## config.mk

```make
export PLATFORM = sky130hd
export DESIGN_NAME = ram_burst_master
export DESIGN_NICKNAME = d
export VERILOG_FILES = /design/src/rtl/ram_burst_master.sv
export SDC_FILE = /design/constraint.sdc
export NUM_CORES = 1
export LEC_CHECK = 0
export CAP_MARGIN = 0
export CORE_MARGIN = 1
export CORE_UTILIZATION = 47
export CTS_BUF_LIST = sky130_fd_sc_hd__clkbuf_2 sky130_fd_sc_hd__clkbuf_4 sky130_fd_sc_hd__clkbuf_8
export DETAILED_ROUTE_END_ITERATION = 8
export PLACE_DENSITY = 0.84
export SLEW_MARGIN = 20
export SYNTH_ARGS = -nofsm -noshare
export SYNTH_HDL_FRONTEND = slang
export SYNTH_SLANG_ARGS = --single-unit
```

## constraint.sdc

```tcl
create_clock -name clk -period 3.6 [get_ports clk]
set_input_delay 0.72 -clock clk [delete_from_list [all_inputs] [get_ports clk]]
set_output_delay 0.72 -clock clk [all_outputs]
set_load 0.05 [all_outputs]
```

## src/rtl/ram_burst_master.sv

```systemverilog
// Burst initiator for the 256x32 single-port RAM with a 2-deep read FIFO.
// Optional beat counter port when RAM_BURST_STATS_EN is defined.
module ram_burst_master #(
    parameter int ADDR_W = 8,
    parameter int DATA_W = 32
) (
    input  logic              clk,
    input  logic              rst,
    input  logic              cmd_valid,
    output logic              cmd_ready,
    input  logic              cmd_write,
    input  logic [ADDR_W-1:0] cmd_addr,
    input  logic [ADDR_W-1:0] cmd_len,
    input  logic              wr_valid,
    output logic              wr_ready,
    input  logic [DATA_W-1:0] wr_data,
    output logic              rd_valid,
    input  logic              rd_ready,
    output logic [DATA_W-1:0] rd_data,
    output logic              rd_last,
    output logic              busy,
    output logic [ADDR_W-1:0] ram_addr,
    output logic              ram_we,
    output logic [DATA_W-1:0] ram_din,
    input  logic [DATA_W-1:0] ram_dout
`ifdef RAM_BURST_STATS_EN
    ,
    output logic [31:0]       beat_count
`endif
);

    typedef enum logic [1:0] {
        IDLE,
        WRITE,
        READ,
        DRAIN
    } state_t;

    state_t state, state_n;

    logic [ADDR_W-1:0] cur_addr, cur_addr_n;
    logic [ADDR_W-1:0] remaining, remaining_n;
    logic              inflight;
    logic              inflight_last;
    logic              issue;

    logic [DATA_W-1:0] fifo_data [2];
    logic [1:0]        fifo_last;
    logic              wptr;
    logic              rptr;
    logic [1:0]        count;
    logic              push;
    logic              pop;
    logic [2:0]        occ;

    assign push = inflight;
    assign pop  = rd_valid && rd_ready;

    // Occupancy seen by the issue logic already credits this cycle's pop,
    // which keeps a full-rate stream going while rd_ready stays high.
    assign occ = {1'b0, count} + {2'b00, inflight} - {2'b00, pop};

    assign rd_valid = (count != 2'd0);
    assign rd_data  = rd_valid ? fifo_data[rptr] : '0;
    assign rd_last  = rd_valid & fifo_last[rptr];

    assign busy     = (state != IDLE);
    assign ram_addr = cur_addr;
    assign ram_din  = wr_data;

    always_comb begin
        state_n     = state;
        cur_addr_n  = cur_addr;
        remaining_n = remaining;
        cmd_ready   = 1'b0;
        wr_ready    = 1'b0;
        ram_we      = 1'b0;
        issue       = 1'b0;
        unique case (state)
            IDLE: begin
                cmd_ready = 1'b1;
                if (cmd_valid) begin
                    cur_addr_n  = cmd_addr;
                    remaining_n = cmd_len;
                    state_n     = cmd_write ? WRITE : READ;
                end
            end
            WRITE: begin
                wr_ready = 1'b1;
                ram_we   = wr_valid;
                if (wr_valid) begin
                    cur_addr_n  = cur_addr + 1'b1;
                    remaining_n = remaining - 1'b1;
                    if (remaining == '0)
                        state_n = IDLE;
                end
            end
            READ: begin
                if (occ < 3'd2) begin
                    issue       = 1'b1;
                    cur_addr_n  = cur_addr + 1'b1;
                    remaining_n = remaining - 1'b1;
                    if (remaining == '0)
                        state_n = DRAIN;
                end
            end
            DRAIN: begin
                if (pop && fifo_last[rptr])
                    state_n = IDLE;
            end
            default: state_n = IDLE;
        endcase
    end

    always_ff @(posedge clk or posedge rst) begin
        if (rst) begin
            state         <= IDLE;
            cur_addr      <= '0;
            remaining     <= '0;
            inflight      <= 1'b0;
            inflight_last <= 1'b0;
        end else begin
            state         <= state_n;
            cur_addr      <= cur_addr_n;
            remaining     <= remaining_n;
            inflight      <= issue;
            inflight_last <= issue && (remaining == '0);
        end
    end

    // ram_dout belongs to the address issued in the previous cycle.
    always_ff @(posedge clk or posedge rst) begin
        if (rst) begin
            fifo_data[0] <= '0;
            fifo_data[1] <= '0;
            fifo_last    <= '0;
            wptr         <= 1'b0;
            rptr         <= 1'b0;
            count        <= 2'd0;
        end else begin
            if (push) begin
                fifo_data[wptr] <= ram_dout;
                fifo_last[wptr] <= inflight_last;
                wptr            <= ~wptr;
            end
            if (pop)
                rptr <= ~rptr;
            count <= count + {1'b0, push} - {1'b0, pop};
        end
    end

`ifdef RAM_BURST_STATS_EN
    logic wr_fire;

    assign wr_fire = wr_valid && wr_ready;

    always_ff @(posedge clk or posedge rst) begin
        if (rst)
            beat_count <= '0;
        else
            beat_count <= beat_count + {31'd0, wr_fire} + {31'd0, pop};
    end
`endif

endmodule

```

* Word-level counts from Yosys, hierarchy flattened
Index checks and enable logic that the tools add are counted.
W data, S select, Z words.
** Operators by class
- Equal/unequal tests :: 9
- Reduce and logical (&&, ||, !) cells :: 12
- $add $sub $neg :: 6
- Bitwise operators :: 5
- Mux-type cells :: 33
- Magnitude comparators :: 7
** Operator list (count)
- $mux W32 :: 5
- $bwmux W64 :: 1
- $mux W8 :: 6
- $pmux W8 S3 :: 2
- $demux W32 S1 :: 1
- $mux W2 :: 7
- $ne A2 B2 Y1 const B :: 6
- $add A8 B1 Y8 const B :: 1
- $logic_not A8 Y1 :: 1
- $mux W1 :: 8
- $pmux W2 S4 :: 1
- $sub A8 B1 Y8 const B :: 1
- $reduce_and A6 Y1 :: 1
- $logic_and A1 B1 Y1 :: 5
- $eq A2 B2 Y1 const B :: 2
- $ge A2 B2 Y1 const B :: 2
- $lt A1 B2 Y1 const B :: 2
- $not A1 Y2 :: 2
- $reduce_and A4 Y1 :: 1
- $reduce_bool A2 Y1 :: 2
- $add A2 B1 Y3 :: 1
- $lt A3 B2 Y1 const B :: 1
- $reduce_bool A3 Y1 :: 1
- $sub A3 B1 Y3 :: 1
- other kinds (10) :: 11
** Storage, ports and cells
- Output and inout port bits :: 78
- Bits of input ports :: 86
- Word-level logic and storage cells :: 83
- Register bits :: 90

* Longest topological paths before layout
- Depth after elaboration :: 7
- Gate-level depth with buffers :: 12
- Gate-level depth less buffers :: 10

* Worst setup path after synthesis
Ideal clock, no wire load.
- Path type :: input-to-reg
- Start point :: in rd_ready
- End point :: reg remaining[3]
- Library setup time :: 0.126 ns
- Data required time :: 3.474 ns
- Path slack :: 0.791 ns
- Data arrival time :: 2.683 ns
- Stages :: 12
- Buffers on the path :: 2
- Cells stage by stage :: o21ai_0 -> inv_1 -> ha_1 -> inv_1 -> ha_1 -> fa_1 -> xnor2_1 -> o21ai_4 -> and3_1 -> buf_2 -> buf_6 -> a21oi_2
** Between the ends
- Cells in the longest elaborated chain, start to end :: 5
** RTL lines
- start: declaration :: RTL line 18 : input logic rd_ready,
- $logic_and A1 B1 Y1 :: RTL line 57 : assign pop = rd_valid && rd_ready;
- named net pop :: RTL line 53 : logic pop;
- $sub A3 B1 Y3 :: RTL line 61 : assign occ = {1'b0, count} + {2'b00, inflight} - {2'b00, pop};
- $lt A3 B2 Y1 :: RTL line 99 : if (occ < 3'd2) begin
- $ne A2 B2 Y1 (no source line)
- $reduce_and A4 Y1 (no source line)
- end signal: assignment :: RTL line 125 : remaining <= remaining_n;
- end: declaration :: RTL line 42 : logic [ADDR_W-1:0] remaining, remaining_n;
The timed path passes the listed nets, and every way through them passes these cells.
A chain may end at the register's enable or synchronous reset.

* Worst setup path in the final report
- Start point :: reg count[1]
- End point :: out rd_data[30]
** Between the ends
- Cells in the longest elaborated chain, start to end :: 2
** RTL lines
- start: declaration :: RTL line 51 : logic [1:0] count;
- start signal: assignment :: RTL line 148 : count <= count + {1'b0, push} - {1'b0, pop};
- $reduce_bool A2 Y1 :: RTL line 63 : assign rd_valid = (count != 2'd0);
- $mux W32 :: RTL line 64 : assign rd_data = rd_valid ? fifo_data[rptr] : '0;
- end: declaration :: RTL line 19 : output logic [DATA_W-1:0] rd_data,
Every way passes these cells.

==> tab_implementation.tex <==
\begin{tabular}{lr}
\hline
Metric & Value \\
\hline
\multicolumn{2}{l}{\textbf{Synthesis}} \\
Mean area per synthesized cell & 11.4 um2 \\
Number of flops mapped to enable cells by yosys & 0 \\
Share of synthesized registers carrying an async set or reset & 1.00 \\
Synth unique cells & 50 \\
Post-synthesis cell count & 418 \\
Fraction of synthesized cell area taken by the top area cell type & 0.473 \\
Count of synthesis-stage warnings from yosys & 0 \\
Sequential area share after synthesis & 0.473 \\
Commonest cells post-synth & sky130\_fd\_sc\_hd\_\_dfrtp\_1, sky130\_fd\_sc\_hd\_\_nor2\_1, sky130\_fd\_sc\_hd\_\_mux2\_1 \\
Biggest area contributors in the synthesized netlist & sky130\_fd\_sc\_hd\_\_dfrtp\_1, sky130\_fd\_sc\_hd\_\_mux2\_1, sky130\_fd\_sc\_hd\_\_mux2i\_1 \\
Library cell with the highest instance count after synthesis & sky130\_fd\_sc\_hd\_\_dfrtp\_1 \\
Commonest register cell after synthesis & sky130\_fd\_sc\_hd\_\_dfrtp\_1 \\
Cell area after synthesis & $\sim$0.0048 mm2 \\
Synth area leader & sky130\_fd\_sc\_hd\_\_dfrtp\_1 \\
Number of synthesized register bits & 90 \\
Post-synthesis net count & roughly 500 \\
\multicolumn{2}{l}{\textbf{Route}} \\
Number of nets with antenna violations after detailed routing & 0 \\
Initial drt markers & 141 \\
First-pass iteration count of the detailed router & 4 \\
Total via count after detailed routing & 3414 \\
Vias/cell & 5.52 \\
Wire length after detailed routing & 10.4 mm \\
Post-DR wirelength/cell & 16.9 um \\
Drc violations & 0 \\
\multicolumn{2}{l}{\textbf{Critical path}} \\
Data required time of the critical path & between 2000 and 3000 ps \\
Startpoint of the most critical register-to-register path & count[1]\$\_DFF\_PP0\_ \\
Launch point of the worst path & count[1]\$\_DFF\_PP0\_ \\
Category of the worst setup path launch point & flop \\
Crit-path cells & nor2\_2 -> buf\_12 -> nor2\_1 -> clkdlybuf4s50\_1 \\
Cell with the biggest individual delay on the critical path & sky130\_fd\_sc\_hd\_\_clkdlybuf4s50\_1 \\
Endpoint type of the worst setup path & output pin \\
CP max FO & 23 \\
Number of buffer and inverter instances along the worst setup path & 2 \\
Critical path class & reg -> out \\
Data arrival time of the critical path & 2320 ps \\
Cell class contributing the biggest share of worst-path delay & buffers and inverters \\
Largest stage delay, worst path & 720 ps \\
\multicolumn{2}{l}{\textbf{Global routing}} \\
Vias in the first global route & 3517 \\
Global Route met1 Usage & 0.250 \\
Grt met2 use & 0.343 \\
Overflow after GRT & 0 \\
Initial antenna violation count & 0 \\
Global routing's busiest layer & met2 \\
Met3 track utilization from global routing & 0.0610 \\
Overall fraction of global-route tracks in use & 0.202 \\
Maximum number of pins on one net before global-route repair & 58 \\
Wire length of the first global-routing pass & 16.4 mm \\
\multicolumn{2}{l}{\textbf{Timing}} \\
Headroom to the max-slew limit & 0.317 \\
Unrepaired setup endpoints after global routing & false \\
Fin crit share & 0.846 \\
Worst-margin pin slew & 1020 ps \\
Worst setup margin & around 560 ps \\
Maximum clock rate & about 330 MHz \\
Setup TNS & 0 ps \\
Final slew viol count & 0 \\
Worst clock skew on the final layout & 9.39 ps \\
Hold violation count in the final report & 0 \\
Clock period minus worst slack & 3040 ps \\
Number of setup violations in the final report & 0 \\
\multicolumn{2}{l}{\textbf{Placement}} \\
\# port buffers & 99 \\
Routability cong. & 0.861 \\
Post-DP Area & about 0.0057 mm2 \\
Detail Placement HPWL & approximately 7.4 mm \\
Post-placement worst setup slack & about 210 ps \\
\multicolumn{2}{l}{\textbf{Power}} \\
Design Power & between 6000 and 7000 uW \\
LEAKAGE & 0.00255 uW \\
Power share of the clock group & 0.102 \\
Worst VDD drop & 693 uV \\
Combinational share of power & 0.619 \\
Sw power & 3320 uW \\
Switching part of the total power & 0.488 \\
Internal power of the cells & 3480 uW \\
Sequential fraction of design power & 0.279 \\
Power per unit of standard cell area & 1160 mW/mm2 \\
\multicolumn{2}{l}{\textbf{Final layout}} \\
Core Util, Final & 0.600 \\
Count of filler cells inserted in the layout & between 800 and 900 \\
Net total in the final layout & about 580 \\
P\&R area growth vs syn & 23.6\% \\
Summed area of non-filler cells in the final layout & 0.00589 mm2 \\
Diodes inserted & 0 \\
Share of post-route cells with drive strength above 1 & 0.152 \\
\multicolumn{2}{l}{\textbf{Floorplan}} \\
Count of standard-cell rows & 36 \\
Top-Level Pins & about 160 \\
Initial standard-cell utilization of the core & 0.485 \\
Die Y-Extent & between 100 and 150 um \\
Die width & 103 um \\
Core area & 0.00982 mm2 \\
Die Footprint & 0.0105 mm2 \\
\multicolumn{2}{l}{\textbf{Clock network}} \\
Resized Gates After CTS & 0 \\
Cts bufs inserted & 9 \\
Post-CTS repair timing setup buffer count & 0 \\
Cell chosen for the clock root & sky130\_fd\_sc\_hd\_\_clkbuf\_8 \\
Maximum root-to-sink buffer count & 2 \\
TritonCTS clock tree & done \\
Number of clock sinks seen by CTS & 90 \\
Clock-pin slew of the registers on the worst-case setup and hold paths & roughly 90 ps \\
Clock Latency Late Sink & approximately 350 ps \\
Htree depth & 3 \\
Number of hold-repair buffers added at the cts stage & 0 \\
\multicolumn{2}{l}{\textbf{Hold path}} \\
Worst hold path startpoint & inflight\_last\$\_DFF\_PP0\_ \\
Class of the worst hold path & reg -> reg \\
\multicolumn{2}{l}{\textbf{Status}} \\
Status & completed \\
\multicolumn{2}{l}{\textbf{Run}} \\
Maximum capacitance violations & 0 \\
\hline
\end{tabular}
per-stage QoR:
stage | hold slack [ps] | cells
floorplan | 454 | 418
global placement | 466 | 603
detailed placement | 469 | 603
CTS | 491 | 619
global route | 507 | 619
finish | 489 | 619
kinds of logic (layout without fill, tap and decap cells):
| group | count (synthesis) | count (layout) | synth area share |
|---|---|---|---|
| mux | 103 | 103 | 0.234 |
| flops | 90 | 90 | 0.473 |
| simple gates | 81 | 81 | 0.0804 |
| buf+inv | 71 | 139 | 0.0851 |
| compound gates | 60 | 60 | 0.0938 |
| fa+ha+maj | 10 | 10 | 0.0279 |
| xor+xnor | 3 | 3 | 0.00552 |
power groups by stage:
stage | logic (uW) | clock network [uW] | registers (uW)
after detailed placement | 4230 | 0 | 1910
after floorplan | 3050 | 0 | 1920
after CTS | 4230 | 708 | 1890
final | 4210 | 693 | 1900
after global placement | 4120 | 0 | 1870
after global routing | 4500 | 749 | 1960
flip-flops by register name, indices dropped and copies added, names as in the netlist:
name	count
fifo_last	2
rptr	1
inflight	1
count	2
fifo_data	64
inflight_last	1
ram_addr	8
state	2
remaining	8
wptr	1
path summary, 6_finish.rpt:
| path | endpoint | slack [ps] | cells after the start |
|---|---|---|---|
| worst min register to register | fifo_last[1]$_DFFE_PP0P_ | 490 | 1 |
| max in group asynchronous | fifo_data[56]$_DFFE_PP0P_ | 2110 | 3 |
| min in group asynchronous | remaining[7]$_DFFE_PP0P_ | 780 | 2 |
| worst min-delay path | fifo_last[1]$_DFFE_PP0P_ | 490 | 1 |
| worst max-delay path | rd_data[30] | 560 | 4 |
| worst max register to register | ram_addr[0]$_DFFE_PP0P_ | 710 | 11 |
worst reg2reg max path, delay by kind of cell, from the launching register on:
kind | cells | cell delay (ps)
compound gates | 3 | 680
xor+xnor | 1 | 310
fa+ha+maj | 3 | 850
buf+inv | 3 | 340
simple gates | 1 | 170
flops | 1 | 440
routing by layer:
metal / vias to the layer above / routed length [um]
met4: 0 / 75
li1: 1562 / -
met2: 141 / 5030
met3: 13 / 810
met5: - / 0
met1: 1698 / 4530
cell type report:
| cell class | count | area [um2] | area share |
|---|---|---|---|
| inverters | 16 | 61.3 | 0.0104 |
| flip-flops and latches | 90 | 2250 | 0.383 |
| clock buffers | 9 | 124 | 0.0210 |
| well taps | 133 | 166 | 0.0283 |
| clock inverters | 7 | 78.8 | 0.0134 |
| multi-input cells | 257 | 2110 | 0.359 |
| repair buffers | 107 | 1090 | 0.185 |
layout by cell type (no fill, tap or decap), types with 2 or more instances in the layout:
cell type                         netlist  routed
sky130_fd_sc_hd__nand3_1               10      10
sky130_fd_sc_hd__a31oi_1                9       9
sky130_fd_sc_hd__a22o_1                 3       3
sky130_fd_sc_hd__a21oi_1                5       5
sky130_fd_sc_hd__mux2i_1               35      35
sky130_fd_sc_hd__nor3b_1                2       2
sky130_fd_sc_hd__a21oi_2               10      10
sky130_fd_sc_hd__xnor2_1                2       2
sky130_fd_sc_hd__buf_4                 32       5
sky130_fd_sc_hd__o32ai_1                2       2
sky130_fd_sc_hd__clkinv_4               0       2
sky130_fd_sc_hd__o21a_1                 3       3
sky130_fd_sc_hd__inv_1                 15      14
sky130_fd_sc_hd__dfrtp_1               90      89
sky130_fd_sc_hd__o22ai_1                3       3
sky130_fd_sc_hd__buf_12                 0       3
sky130_fd_sc_hd__ha_1                   9       9
sky130_fd_sc_hd__nand2_1                9       9
sky130_fd_sc_hd__clkinvlp_4             0       3
sky130_fd_sc_hd__o21ai_0               11      11
sky130_fd_sc_hd__clkdlybuf4s50_1        0      99
sky130_fd_sc_hd__nor3_1                 3       3
sky130_fd_sc_hd__mux2_2                30      30
sky130_fd_sc_hd__nor2_1                41      40
sky130_fd_sc_hd__nand4_1                5       5
sky130_fd_sc_hd__mux2_1                38      38
sky130_fd_sc_hd__a41oi_1                3       3
sky130_fd_sc_hd__clkbuf_8               0       9
sky130_fd_sc_hd__o211a_1                2       2
sky130_fd_sc_hd__and3_1                 2       2
(Power assumes the default switching activity.)
==> RTL change: new RTL, same flow settings <==
Build with the macro `RAM_BURST_STATS_EN` defined.
--- a/src/rtl/ram_burst_master.sv
+++ b/src/rtl/ram_burst_master.sv
@@ -1,5 +1,7 @@
 // Burst initiator for the 256x32 single-port RAM with a 2-deep read FIFO.
 // Optional beat counter port when RAM_BURST_STATS_EN is defined.
+`define RAM_BURST_STATS_EN
+
 module ram_burst_master #(
     parameter int ADDR_W = 8,
     parameter int DATA_W = 32
Formal check against the unedited RTL (old outputs only; new: beat_count): equivalent (Yosys induction, for registers that start in step).
==> RTL change against the original RTL <==
- total power rose by 19%
- worst setup slack got worse by 230 ps
- clock power rose by 92%
- clock skew barely moved
- sequential cell count rose by 32
- sequential share of layout area rose by 1.4 points
- cell area rose by 31%
- routed wire length rose by 25%
- largest power group unchanged
- sequential power rose by 24%
- final cell count rose by 33%
- register-to-register slack improved by 150 ps
- area after synthesis rose by 25%
==> RTL change: results (changes against the original RTL) <==
[status]
run_status = finished clean

[setup_path]
cp_max_fo = 20  ; -13%

[cells_and_area]
drive_gt1_frac = 0.181  ; +0.0284
diodes = 0  ; unchanged
layout.nets = 737  ; +28%
nFillCells = 1008  ; +21%

[placement]
dp_hpwl_um = 9100  ; +23%
portBuffers = 131  ; +32%
dp_slack_ps = 109  ; -99.4 ps
gp_congestion = 0.769  ; -11%

[synthesis]
syn_nets = 628  ; +22%
ys_seq_area_frac = 0.511  ; +0.0381
ys_warn_count = 0  ; unchanged
ys.flop_type = dfrtp_1
synth_common_cells = 122 x dfrtp_1, 68 x mux2_2, 47 x nor2_1
post_synth_main_area_contributors = dfrtp_1 51%, mux2_2 13%, mux2i_1 5.9%
yosysUniqueCellTypes = 42  ; -16%

[detailed_routing]
routed-via-count = 4316  ; +26%
first_iter_violations = 241  ; +71%
wirelength_um = 13100  ; +25%

[grt]
grt_max_degree = 46  ; -21%
grt_usage = 0.208  ; +0.00635
grt_pass1_wl_um = 20900  ; +27%

[cts]
clk_latency_ps = 440  ; +90 ps
cts_htree_levels = 4  ; +1
clk_pin_slew_ps = 70  ; -20 ps
cts_setup_buffers = 0  ; unchanged
clockRootBuffer = clkbuf_8
cts_buffers = 17  ; +8

[sta]
worst_clock_skew_ps = 9.45  ; +0.0516 ps
tightest_slew_ps = 700  ; -323 ps

[power_and_ir_drop]
ir_drop_mv = 0.611  ; -12%
leakage_nw = 3.34  ; +31%

[hold_path]
hp-class = flip-flop to flip-flop

[RTL change: changes by cell type in the layout (fill, tap and decap cells not counted), sizes merged, moves of 8 or more]
cell	delta
dfrtp	+32
nand3	+13
nand2	+23
clkbuf	+11
xnor2	+27
a31oi	-8
clkdlybuf4s50	+32
nor3	+12
[RTL change: per-stage QoR]
step                       util  total power, mW  hold slack, ps  instance area, um2  cells
final                     0.630             8.09             481                7700    821
after global placement    0.594             6.60             462                7260    789
after global routing      0.630             8.54             504                7700    821
after floorplan               -             5.55             454                5980    531
after CTS                 0.630             8.15             485                7700    821
after detailed placement  0.594             6.78             469                7260    789
[RTL change: metal layers]
layer  track usage  share of wire  vias up
met1         0.250           0.43     2105
met5             0              0        -
li1              -              -     2019
met2         0.347           0.49      161
met4        0.0900          0.019        0
met3        0.0664          0.064       31
[RTL change: layout make-up]
type | count | area, um2 | area share
multi-input cells | 340 | 2530 | 0.328
well taps | 168 | 210 | 0.0273
repair buffers | 143 | 1400 | 0.182
clock buffers | 20 | 269 | 0.0350
flip-flops and latches | 122 | 3050 | 0.397
clock inverters | 12 | 170 | 0.0221
inverters | 16 | 63.8 | 0.00829
[RTL change: power breakdown]
group / switching (mW) / leakage (nW) / internal, mW
clock network: 0.537 / 0.226 / 0.795
logic: 2.69 / 1.63 / 1.72
registers: 0.426 / 1.48 / 1.92
[RTL change: worst paths after layout]
kind                           startpoint             end  slack (ps)  cells after the start
hold reg to reg            beat_count[31]  beat_count[31]         480                      1
setup / recovery                     rptr      rd_data[8]         320                      4
hold / removal             beat_count[31]  beat_count[31]         480                      1
setup reg to reg                 count[1]    remaining[2]         860                     10
max in group asynchronous             rst   beat_count[2]        2100                      3
min in group asynchronous             rst   fifo_data[30]         610                      2
[RTL change: cells by family (layout without fill, tap and decap cells)]
group	count (synthesis)	after routing	synth area share
compound gates	43	43	0.0429
xor+xnor	33	33	0.0484
fa+ha+maj	11	11	0.0256
buf+inv	69	191	0.0664
flops	122	122	0.511
mux	103	103	0.187
simple gates	150	150	0.119
[RTL change: critical path, cell delays in order (launching register included)]
cell and delay (ps):
dfrtp_2 770, buf_4 310, mux2i_1 90, nor2_1 120
clkdlybuf4s50_1 820
